<file path="config.mk">
export PLATFORM = sky130hd
export DESIGN_NAME = risc32_step_ctrl
export DESIGN_NICKNAME = d
export VERILOG_FILES = /design/src/rtl/risc32_step_ctrl.sv
export SDC_FILE = /design/constraint.sdc
export NUM_CORES = 1
export LEC_CHECK = 0
export BUFFER_PORTS_ARGS = -buffer_cell sky130_fd_sc_hd__buf_4
export CORE_MARGIN = 1.5
export CORE_UTILIZATION = 38
export DETAILED_ROUTE_END_ITERATION = 6
export GPL_TIMING_DRIVEN = 0
export PLACE_DENSITY = 0.59
export SLEW_MARGIN = 20
export SYNTH_ARGS = -nofsm -noshare
export SYNTH_HDL_FRONTEND = slang
export SYNTH_SLANG_ARGS = --single-unit
</file>
<file path="constraint.sdc">
create_clock -name clk -period 21.8 [get_ports clk]
set_input_delay 4.36 -clock clk [delete_from_list [all_inputs] [get_ports clk]]
set_output_delay 4.36 -clock clk [all_outputs]
set_load 0.01 [all_outputs]
</file>
<file path="src/rtl/risc32_step_ctrl.sv">
// Run/step/breakpoint controller for the Risc32 core: gates core progress via cpu_en
// and records {pc, instr} of every enabled cycle into a show-ahead trace FIFO.
module risc32_step_ctrl #(
    parameter int unsigned PC_W          = 32,
    parameter int unsigned INSTR_W       = 32,
    parameter int unsigned CNT_W         = 16,
    parameter int unsigned TRACE_DEPTH   = 16,
    parameter bit          STALL_ON_FULL = 1'b1
) (
    input  logic               clk,
    input  logic               rst,
    input  logic               cmd_valid,
    output logic               cmd_ready,
    input  logic [1:0]         cmd_op,
    input  logic [CNT_W-1:0]   cmd_count,
    input  logic               bp_en,
    input  logic [PC_W-1:0]    bp_addr,
    input  logic [PC_W-1:0]    cpu_pc,
    input  logic [INSTR_W-1:0] cpu_instr,
    output logic               cpu_en,
    output logic               halted,
    output logic [CNT_W-1:0]   steps_done,
    output logic               trace_valid,
    input  logic               trace_ready,
    output logic [PC_W-1:0]    trace_pc,
    output logic [INSTR_W-1:0] trace_instr,
    input  logic               trace_clr,
    output logic               trace_overflow
);

    localparam int unsigned AW = $clog2(TRACE_DEPTH);
    localparam logic [AW:0] FULL_CNT = TRACE_DEPTH[AW:0];

    typedef enum logic [1:0] {S_HALTED, S_COUNT, S_FREE} state_t;
    typedef enum logic [1:0] {OP_HALT, OP_STEP, OP_RUN_N, OP_RUN_BP} op_t;

    state_t           state;
    op_t              op;
    logic [CNT_W-1:0] remain;
    logic             bp_mask;

    logic [PC_W-1:0]    mem_pc    [TRACE_DEPTH];
    logic [INSTR_W-1:0] mem_instr [TRACE_DEPTH];
    logic [AW-1:0]      wr_ptr, rd_ptr;
    logic [AW:0]        count;

    logic accept, fifo_full, full_blk, bp_hit, push, pop, drop;

    assign op        = op_t'(cmd_op);
    assign cmd_ready = ~rst;
    assign accept    = cmd_valid & cmd_ready;
    assign fifo_full = (count == FULL_CNT);
    assign full_blk  = STALL_ON_FULL & fifo_full;
    assign bp_hit    = bp_en & (cpu_pc == bp_addr) & ~bp_mask;
    assign cpu_en    = ((state == S_COUNT) | ((state == S_FREE) & ~bp_hit)) & ~full_blk;
    assign halted    = (state == S_HALTED);

    // A full FIFO blocks the push even when the head is popped in the same cycle
    assign push = cpu_en & ~fifo_full;
    assign drop = cpu_en & fifo_full;
    assign pop  = trace_valid & trace_ready;

    assign trace_valid = (count != '0);
    assign trace_pc    = mem_pc[rd_ptr];
    assign trace_instr = mem_instr[rd_ptr];

    always_ff @(posedge clk) begin
        if (rst) begin
            state      <= S_HALTED;
            remain     <= '0;
            bp_mask    <= 1'b0;
            steps_done <= '0;
        end else begin
            if (cpu_en && steps_done != '1)
                steps_done <= steps_done + CNT_W'(1);
            case (state)
                S_HALTED: begin
                    if (accept && op != OP_HALT) begin
                        steps_done <= '0;
                        case (op)
                            OP_STEP: begin
                                state  <= S_COUNT;
                                remain <= CNT_W'(1);
                            end
                            OP_RUN_N: begin
                                if (cmd_count != '0) begin
                                    state  <= S_COUNT;
                                    remain <= cmd_count;
                                end
                            end
                            OP_RUN_BP: begin
                                state   <= S_FREE;
                                bp_mask <= 1'b1;
                            end
                            default: ;
                        endcase
                    end
                end
                S_COUNT: begin
                    if (cpu_en) begin
                        remain <= remain - CNT_W'(1);
                        if (remain == CNT_W'(1))
                            state <= S_HALTED;
                    end
                    if (accept && op == OP_HALT)
                        state <= S_HALTED;
                end
                S_FREE: begin
                    // Masking the first cycle lets RUN_BP resume from a breakpoint PC
                    if (cpu_en)
                        bp_mask <= 1'b0;
                    if ((bp_hit && !full_blk) || (accept && op == OP_HALT))
                        state <= S_HALTED;
                end
                default: state <= S_HALTED;
            endcase
        end
    end

    always_ff @(posedge clk) begin
        if (rst || trace_clr) begin
            wr_ptr         <= '0;
            rd_ptr         <= '0;
            count          <= '0;
            trace_overflow <= 1'b0;
        end else begin
            if (push)
                wr_ptr <= wr_ptr + AW'(1);
            if (pop)
                rd_ptr <= rd_ptr + AW'(1);
            case ({push, pop})
                2'b10:   count <= count + (AW+1)'(1);
                2'b01:   count <= count - (AW+1)'(1);
                default: ;
            endcase
            if (drop && !STALL_ON_FULL)
                trace_overflow <= 1'b1;
        end
    end

    always_ff @(posedge clk) begin
        if (push) begin
            mem_pc[wr_ptr]    <= cpu_pc;
            mem_instr[wr_ptr] <= cpu_instr;
        end
    end

endmodule

</file>
Word level (Yosys, flattened, before mapping)
Memory sizes are Yosys's and may differ from the RTL's. A register that Yosys moved wholly into a read port is not among the register bits.
Cells that the tools add are included.

storage, ports and cells
  register bits after elaboration = 48
  latch bits = 0
  memory bits (writable) = 1,024
  ROM bits = 0
  bits of input ports = 120
  output and inout bits = 85
  logic and storage cells = 93
  memories kept = 2

cells by class
  $add $sub $neg = 6
  multipliers = 0
  divide/modulo/power cells = 0
  magnitude comparators = 0
  equal/unequal tests = 21
  shift operators = 0
  multiplexer cells = 27
  bitwise operators = 12
  reductions and logical operators = 18

memory list
  name       words  width  rd ports  clocked after Yosys merged registers in  wr ports  line  RTL
  mem_instr  16     32     1         1                                        1         43    logic [INSTR_W-1:0] mem_instr [TRACE_DEPTH];
  mem_pc     16     32     1         1                                        1         42    logic [PC_W-1:0] mem_pc [TRACE_DEPTH];

operator list
  kind                     count
  $mux W16                 6
  $pmux W16 S2             2
  $eq A32 B32 Y1           1
  $add A16 B1 Y16 const B  1
  $eq A16 B1 Y1 const B    1
  $mux W4                  4
  $ne A16 B16 Y1 const B   1
  $reduce_bool A16 Y1      1
  $sub A16 B1 Y16 const B  1
  $mux W2                  6
  $pmux W2 S3              2
  $pmux W5 S2              1
  $add A4 B1 Y4 const B    2
  $eq A2 B2 Y1 const B     4
  $reduce_bool A2 Y1       4
  $and A1 B1 Y1            7
  $eq A2 B1 Y1 const B     3
  $ne A2 B1 Y1 const B     3
  $ne A3 B1 Y1 const B     2
  $reduce_and A6 Y1        1
  $add A5 B1 Y5 const B    1
  $eq A5 B5 Y1 const B     1
  $mux W1                  5
  $reduce_and A5 Y1        1
  other kinds (14)         23

Depth between registers and ports, before layout
Gate-level depths: netlist (run 1).

  word-level depth = 11
  mapped depth = 14
  mapped depth without buffers = 14

Worst setup path after synthesis (run 1)
OpenSTA, ideal clock, no wires.

  path type = input -> register
  start point = in cpu_pc[4]
  end point = mem mem_instr[7][0], enable pin
  setup time = 0.578 ns
  arrival time = 10.140 ns
  required time = 21.222 ns
  path slack = 11.082 ns
  stages on the path = 9
  buffers on the path = 1
  cell sequence = xnor2_1 nand4_1 nor4_2 nand4_2 nand2_1 inv_2 clkbuf_1 nand2_1 nor3b_1

on the way
  cells in the longest elaborated chain, start to end = 10

RTL lines
  item                           line  RTL
  from (decl)                    18    input logic [PC_W-1:0] cpu_pc,
  $eq A32 B32 Y1                 54    assign bp_hit = bp_en & (cpu_pc == bp_addr) & ~bp_mask;
  $and A1 B1 Y1 (2 in series)    54
  $not A1 Y1                     55    assign cpu_en = ((state == S_COUNT) | ((state == S_FREE) & ~bp_hit)) & ~full_blk;
  $and A1 B1 Y1                  55
  $or A1 B1 Y1                   55
  $and A1 B1 Y1                  55
  $and A1 B1 Y1                  59    assign push = cpu_en & ~fifo_full;
  $mux W1                        142   if (push) begin
  $mux W1 (implied by the code)  144   mem_instr[wr_ptr] <= cpu_instr;
  to (decl)                      43

No other way between the ends.

Worst setup path after layout (run 1)
  start point = in cpu_pc[31]
  end point = out cpu_en

on the way
  cells in the longest elaborated chain, start to end = 7

RTL lines
  item                         line  RTL
  $eq A32 B32 Y1               54
  $and A1 B1 Y1 (2 in series)  54
  $not A1 Y1                   55
  $and A1 B1 Y1                55
  $or A1 B1 Y1                 55
  $and A1 B1 Y1                55
  to (decl)                    20    output logic cpu_en,

No other way between the ends.

==> results of run 1 <==
[metal layers]
layer	wire length, µm	vias to the layer above	part of all wire, %	global-route usage, %
li1	-	8587	-	-
met1	43100	11000	42	25.4
met2	51200	747	50	31.2
met3	6000	142	5.9	2.91
met4	2030	4	2.0	4.05
met5	25	-	0.024	0
[cells in the final DEF (no fill, tap or decap), drive strengths merged, types with 3 or more instances in the layout]
| cell | netlist | routed |
|---|---|---|
| edfxtp | 1024 | 1024 |
| mux4 | 320 | 320 |
| buf | 42 | 316 |
| clkbuf | 48 | 181 |
| nor2 | 60 | 60 |
| clkinv | 0 | 55 |
| dfxtp | 52 | 52 |
| xnor2 | 40 | 40 |
| nand2 | 40 | 40 |
| o21ai | 22 | 22 |
| nand4 | 19 | 19 |
| a21oi | 18 | 18 |
| inv | 16 | 18 |
| nor3 | 18 | 18 |
| xor2 | 14 | 14 |
| a22oi | 14 | 14 |
| ha | 11 | 11 |
| nand2b | 9 | 9 |
| and3 | 9 | 9 |
| bufinv | 0 | 8 |
| nor4 | 8 | 8 |
| nand3 | 7 | 7 |
| mux2i | 6 | 6 |
| clkinvlp | 0 | 6 |
| or3 | 5 | 5 |
| o31ai | 4 | 4 |
| and2 | 3 | 3 |
| or4 | 3 | 3 |
| a211oi | 3 | 3 |
| a22o | 3 | 3 |
| and4 | 3 | 3 |
[cell families after synthesis]
family / count (synthesis) / synth area share, %
DFF: 1076 / 76.5
muxes: 326 / 17.5
and+or+nand+nor: 192 / 2.31
buffers and inverters: 106 / 1.00
AOI/OAI and AO/OA: 75 / 1.19
xor gates and xnor gates: 54 / 1.14
adders and majority gates: 11 / 0.331
other: 1 / 0.00903
[per-stage QoR]
stage / hold slack (ns) / power (mW) / instance area (µm²)
2_1_floorplan: 0.454 / 2.37 / 41500
3_3_place_gp: 0.478 / 2.44 / 44800
3_5_place_dp: 0.479 / 2.45 / 45900
4_1_cts: 0.487 / 4.20 / 49300
5_1_grt: 0.524 / 4.28 / 49300
6_report: 0.485 / 4.17 / 49300
[layout make-up]
class / instances / area [µm²] / share of cell area (%)
sequential: 1076 / 31800 / 64.5
multi-input combinational: 659 / 9420 / 19.1
clock buffer: 126 / 2770 / 5.62
timing repair buffer: 281 / 2500 / 5.08
tap: 1414 / 1770 / 3.59
clock inverter: 71 / 594 / 1.21
buffer: 90 / 379 / 0.769
inverter: 16 / 60.1 / 0.122
antenna: 2 / 5.00 / 0.0102
[final timing paths]
kind,slack [ns],from,endpoint,cells after the start
min reg2reg,0.49,bp_mask,bp_mask,2
max,10.10,cpu_pc[31],cpu_en,9
max reg2reg,17.81,state[1],mem_instr[3][12],12
min,0.49,bp_mask,bp_mask,2
[tightest hold or removal path, cell delays in order, from the launching register on]
cell and delay (ns):
dfxtp_1 0.31, o21ai_1 0.07, a21oi_1 0.06
[sequential cells by signal, indices dropped and copies added (netlist names), named ones only]
register and cells:
mem_pc 512, remain 16, count 5, state 2
steps_done 16, bp_mask 1, wr_ptr 4, mem_instr 512
rd_ptr 4
[power groups by stage]
stage	Sequential (mW)	Clock [mW]	Combinational [mW]
4_1_cts	2.27	1.80	0.130
3_3_place_gp	2.32	0	0.123
5_1_grt	2.27	1.87	0.139
6_report	2.27	1.77	0.128
2_1_floorplan	2.32	0	0.0510
3_5_place_dp	2.32	0	0.130
==> metrics, run 1 <==
status finished, final reports clean; Setup Skew 0.0207 ns; critical path class in -> out; Synth Cell Area 41,500 µm²; routability cong. 0.851; IO Count 205; drt first pass iters 5; first-pass GRT wire length 148 mm; Leak 15.4 nW; min cycle time layout 11.70 ns; # fillers 9,091; most frequently used flop master after synthesis edfxtp_1; Final WS setup 10.10 ns; Die Y 334 µm; worst-path maximum fanout 17; DRT iter0 DRCs 1,950; drt wl/cell 27.4 µm; DIE WIDTH 334 µm; critical path's top delay family simple AND/OR/NAND/NOR gates; cell count after synthesis 1,841; Sw Share 20.4%; cell taking the most area after synthesis edfxtp_1; Starting Density 38.2%; Yosys top cell area share 74.0%; Setup Fix Bufs, Post-CTS 0; detail-routed via count per cell 5.48; Clock H-tree levels 3; number of synthesized register bits 1,076; Rows 121; Critical Path Max Stage Delay 0.87 ns; Final Hold Fails 0; syn_nets 1,972; final std cells w/o fill 3,735; Seq/Total Area, Yosys 76.5%; port bufs 203; Inserted Clock Buffers 106; Synth async-reset ratio 0%; Startpoint Class input port; number of synthesized flops with an enable pin 1,024; warnings from Yosys 0; grt ovf 0; final core occ 45.3%; Max-cap violations 0; GRT Total Usage 18.5%; Clock Tree Root clkbuf_16; Final period util 53.7%; crit end category primary output; post-cts sizing count 0; Slowest-stage cell, CP xnor2_1; commonest cells in the netlist 1,024 x edfxtp_1, 320 x mux4_2, 60 x nor2_1; Synth area leaders edfxtp_1 74%, mux4_2 17%, dfxtp_1 2.5%; Internal Power 3.32 mW; Reg clk slew, reported paths 0.06 ns; clk buf depth 3; Post-DRT Antenna Nets 0; Tightest Pin Transition 1.15 ns; core box area 109,000 µm²; final setup TNS 0 ns; Post-DP HPWL 67.7 mm; vias post-DR 20,500; final setup violation count 0; achievable clock frequency 85.5 MHz; most common cell in the synthesized netlist edfxtp_1; die area 111,000 µm²; CTS tree done; unrepaired setup endpoints after global routing no; clk sink count 1,076; largest net degree at the start of global routing 38; Yosys cell types 51; Slew headroom 23.5%; sequential share of power 54.5%; Worst VDD drop 0.0000627 V; vias in the first global route 21,400; Gate power share 3.1%; P&R area growth vs syn 18.7%; Final nets 2,361; P per Cell Area 84.6 nW/µm²; Critical Path Most Common Cell buf_4; Arrival @ worst endpoint 7.34 ns; Placed Instances 3,536; Avg Cell Area, Syn 22.6 µm²; Setup WS pre-CTS 10.07 ns; CTS Hold Bufs 0; WL final 102 mm; share of layout cells above drive strength 1 34.8%; Slew Limit Fails 0; worst hold path class reg -> reg; initial antenna violation count 4; cells along the critical path buf_4, xnor2_1, nand4_1, nor4_2, nand4_2, nand2_1, inv_2, clkbuf_1, buf_4; CP bufs+invs 4; residual DRC count 0; Critical Path RT 17.44 ns; Net Sw Power 0.851 mW; Clock Power Share 42.5%; clk_lat worst skew 0.68 ns
Power figures use the tool's default switching activity.
==> run 2: changes to the inputs <==
--- a/config.mk
+++ b/config.mk
@@ -10,7 +10,7 @@
 export CORE_UTILIZATION = 38
 export DETAILED_ROUTE_END_ITERATION = 6
 export GPL_TIMING_DRIVEN = 0
-export PLACE_DENSITY = 0.59
+export PLACE_DENSITY = 0.61
 export SLEW_MARGIN = 20
 export SYNTH_ARGS = -nofsm -noshare
 export SYNTH_HDL_FRONTEND = slang
==> constraint.sdc (replaced) <==
create_clock -name clk -period 10.3 [get_ports clk]
set_input_delay 2.06 -clock clk [delete_from_list [all_inputs] [get_ports clk]]
set_output_delay 2.06 -clock clk [all_outputs]
set_load 0.01 [all_outputs]
==> run 2 against run 1 <==
Against the previous run:
- setup slack got worse by 6.7 ns
- global-route usage grew 0.069 points
- combinational power up 110%
- sequential power increased by 110%
- first-iteration DRC count is 1.2% lower
- largest power group unchanged
- non-clock buffer count rose by 7
- register-to-register slack lost 12 ns
- design area increased by 0.44%
==> metrics, run 2 (synthesized netlist as in run 1, its figures left out) <==
Final nets 2,369 (was 2,361); largest net degree at the start of global routing 34 (was 38); clk buf depth 3 (unchanged); commonest non-fill, non-tap cell in the layout edfxtp_1 (unchanged); initial antenna violation count 6 (was 4); IO Count 205 (unchanged); port bufs 203 (unchanged); Design Area, Final 49,500 µm² (was 49,300 µm²); Post-DRT Antenna Nets 0 (unchanged); Die Y 334 µm (unchanged); final setup violation count 0 (unchanged); Post-DP HPWL 66.7 mm (was 67.7 mm); first-pass GRT wire length 148 mm (about the same); Slew headroom 29.9% (was 23.5%); largest registers mem_instr (512), mem_pc (512) (unchanged); most frequent cells in the layout 1,024 x edfxtp_1, 320 x mux4_2, 254 x buf_4 (unchanged); Rows 121 (unchanged); Leak 15.4 nW (about the same); register area 31,800 µm² (unchanged); vias post-DR 20,400 (was 20,500); Tot Pwr 8.92 mW (was 4.17 mW); Startpoint Class input port (unchanged); Final period util 67.3%; routability cong. 0.851 (about the same); GRT Total Usage 18.6% (was 18.5%); WL final 103 mm (was 102 mm); final core occ 45.5% (was 45.3%); Hold Path Stages 2 (unchanged); unrepaired setup endpoints after global routing no (unchanged); critical path class in -> out (unchanged); Reg clk slew, reported paths 0.06 ns (about the same); clk sink count 1,076 (unchanged); Starting Density 38.2% (unchanged); achievable clock frequency 144 MHz; Setup Skew 0.0303 ns (was 0.0207 ns); DRT iter0 DRCs 1,927 (was 1,950); worst hold path class reg -> reg (unchanged); Placed Area 46,000 µm² (was 45,900 µm²); min cycle time layout 6.93 ns; P&R area growth vs syn 19.2% (was 18.7%); status finished, final reports clean (unchanged); Clock H-tree levels 3 (unchanged); share of layout cells above drive strength 1 34.9% (was 34.8%); detail-routed via count per cell 5.46 (was 5.48); DIE WIDTH 334 µm (unchanged); die area 111,000 µm² (unchanged); CTS tree done (unchanged); Worst VDD drop 0.000121 V (was 0.0000627 V); drt first pass iters 5 (unchanged); P per Cell Area 180 nW/µm² (was 84.6 nW/µm²); grt ovf 0 (unchanged); vias in the first global route 21,400 (about the same); Slew Limit Fails 0 (unchanged); reg2reg setup slack 6.17 ns (was 17.81 ns); worst hold path startpoint bp_mask (unchanged); crit end category primary output (unchanged); clk_lat worst skew 0.69 ns (was 0.68 ns); Setup Fix Bufs, Post-CTS 0 (unchanged); Inserted Clock Buffers 107 (was 106); WHS Endpoint bp_mask (unchanged); Tightest Pin Transition 1.05 ns (was 1.15 ns); launch point of the worst reg-to-reg path state[1] (unchanged); FF-to-FF End mem_instr[7][2] (was mem_instr[3][12]); Max-cap violations 0 (unchanged); CTS Hold Bufs 0 (unchanged); Final Hold Fails 0 (unchanged); Critical Path RT 8.24 ns (was 17.44 ns); drt wl/cell 27.6 µm (was 27.4 µm); post-cts sizing count 0 (unchanged); Arrival @ worst endpoint 4.87 ns (was 7.34 ns); multi-input logic area 9420 µm² (unchanged); Register-to-Register Path Depth 13 (was 12); Clock Tree Root clkbuf_16 (unchanged); worst-path maximum fanout 17 (unchanged); # fillers 9,023 (was 9,091); residual DRC count 0 (unchanged); core box area 109,000 µm² (unchanged)
[run 2: cell types whose count changed in the layout (fill, tap and decap cells not counted), moves of 2 or more]
cell        previous run  this run
buf_1                 13        16
buf_16                13        16
buf_2                 21        16
buf_6                  6         8
clkbuf_1              64        73
clkbuf_16            108       110
clkbuf_2               9        11
clkinv_1              29        19
clkinv_16              0         2
clkinv_4               2         0
clkinvlp_4             5         3
[run 2: area by class of cell]
type,count,area share [%]
flip-flops and latches,1076,64.2
multi-input cells,659,19.0
clock buffers,138,5.79
repair buffers,288,5.34
well taps,1414,3.57
clock inverters,59,1.18
plain buffers,90,0.758
inverters,16,0.121
diodes,1,0.00505
[run 2: critical path: stages]
cell and delay (ns):
buf_4 0.18, xnor2_1 0.52, nand4_1 0.39, nor2_1 0.44, nand4_2 0.26, nand2_1 0.34, inv_2 0.14, clkbuf_1 0.28
buf_4 0.24
[run 2: power by group]
part           internal [mW]  total [mW]  switching, mW  leakage, nW
Combinational          0.106       0.274          0.168         4.14
Clock                   2.19        3.84           1.65         1.68
Sequential              4.80        4.81        0.00716         9.63
[run 2: worst max-delay path by stage]
stage                     from              end  slack [ns]  cells past startpoint
global placement     cpu_pc[1]  mem_instr[7][7]       -5.86                     10
finish              cpu_pc[26]           cpu_en        3.37                      9
CTS                  cpu_pc[1]           cpu_en        3.19                      9
floorplan            cpu_pc[4]  mem_instr[7][0]        1.88                      9
detailed placement   cpu_pc[1]           cpu_en        3.22                      9
global route         cpu_pc[1]           cpu_en        3.15                      9
[run 2: metrics by stage]
stage / cells / hold WS [ns] / setup TNS, ns / setup slack, ns
6_report: 3741 / 0.500 / 0 / 3.37
5_1_grt: 3740 / 0.552 / 0 / 3.15
4_1_cts: 3739 / 0.503 / 0 / 3.19
3_5_place_dp: 3542 / 0.495 / 0 / 3.22
3_3_place_gp: 3458 / 0.483 / -1765.40 / -5.86
2_1_floorplan: 1841 / 0.454 / 0 / 1.88
[run 2: routing by layer]
metal | track usage (%) | up-vias | wire length, µm
li1 | - | 8587 | -
met1 | 24.5 | 10900 | 41500
met2 | 30.8 | 784 | 51000
met3 | 5.18 | 134 | 8580
met4 | 3.87 | 12 | 1890
met5 | 0 | - | 76
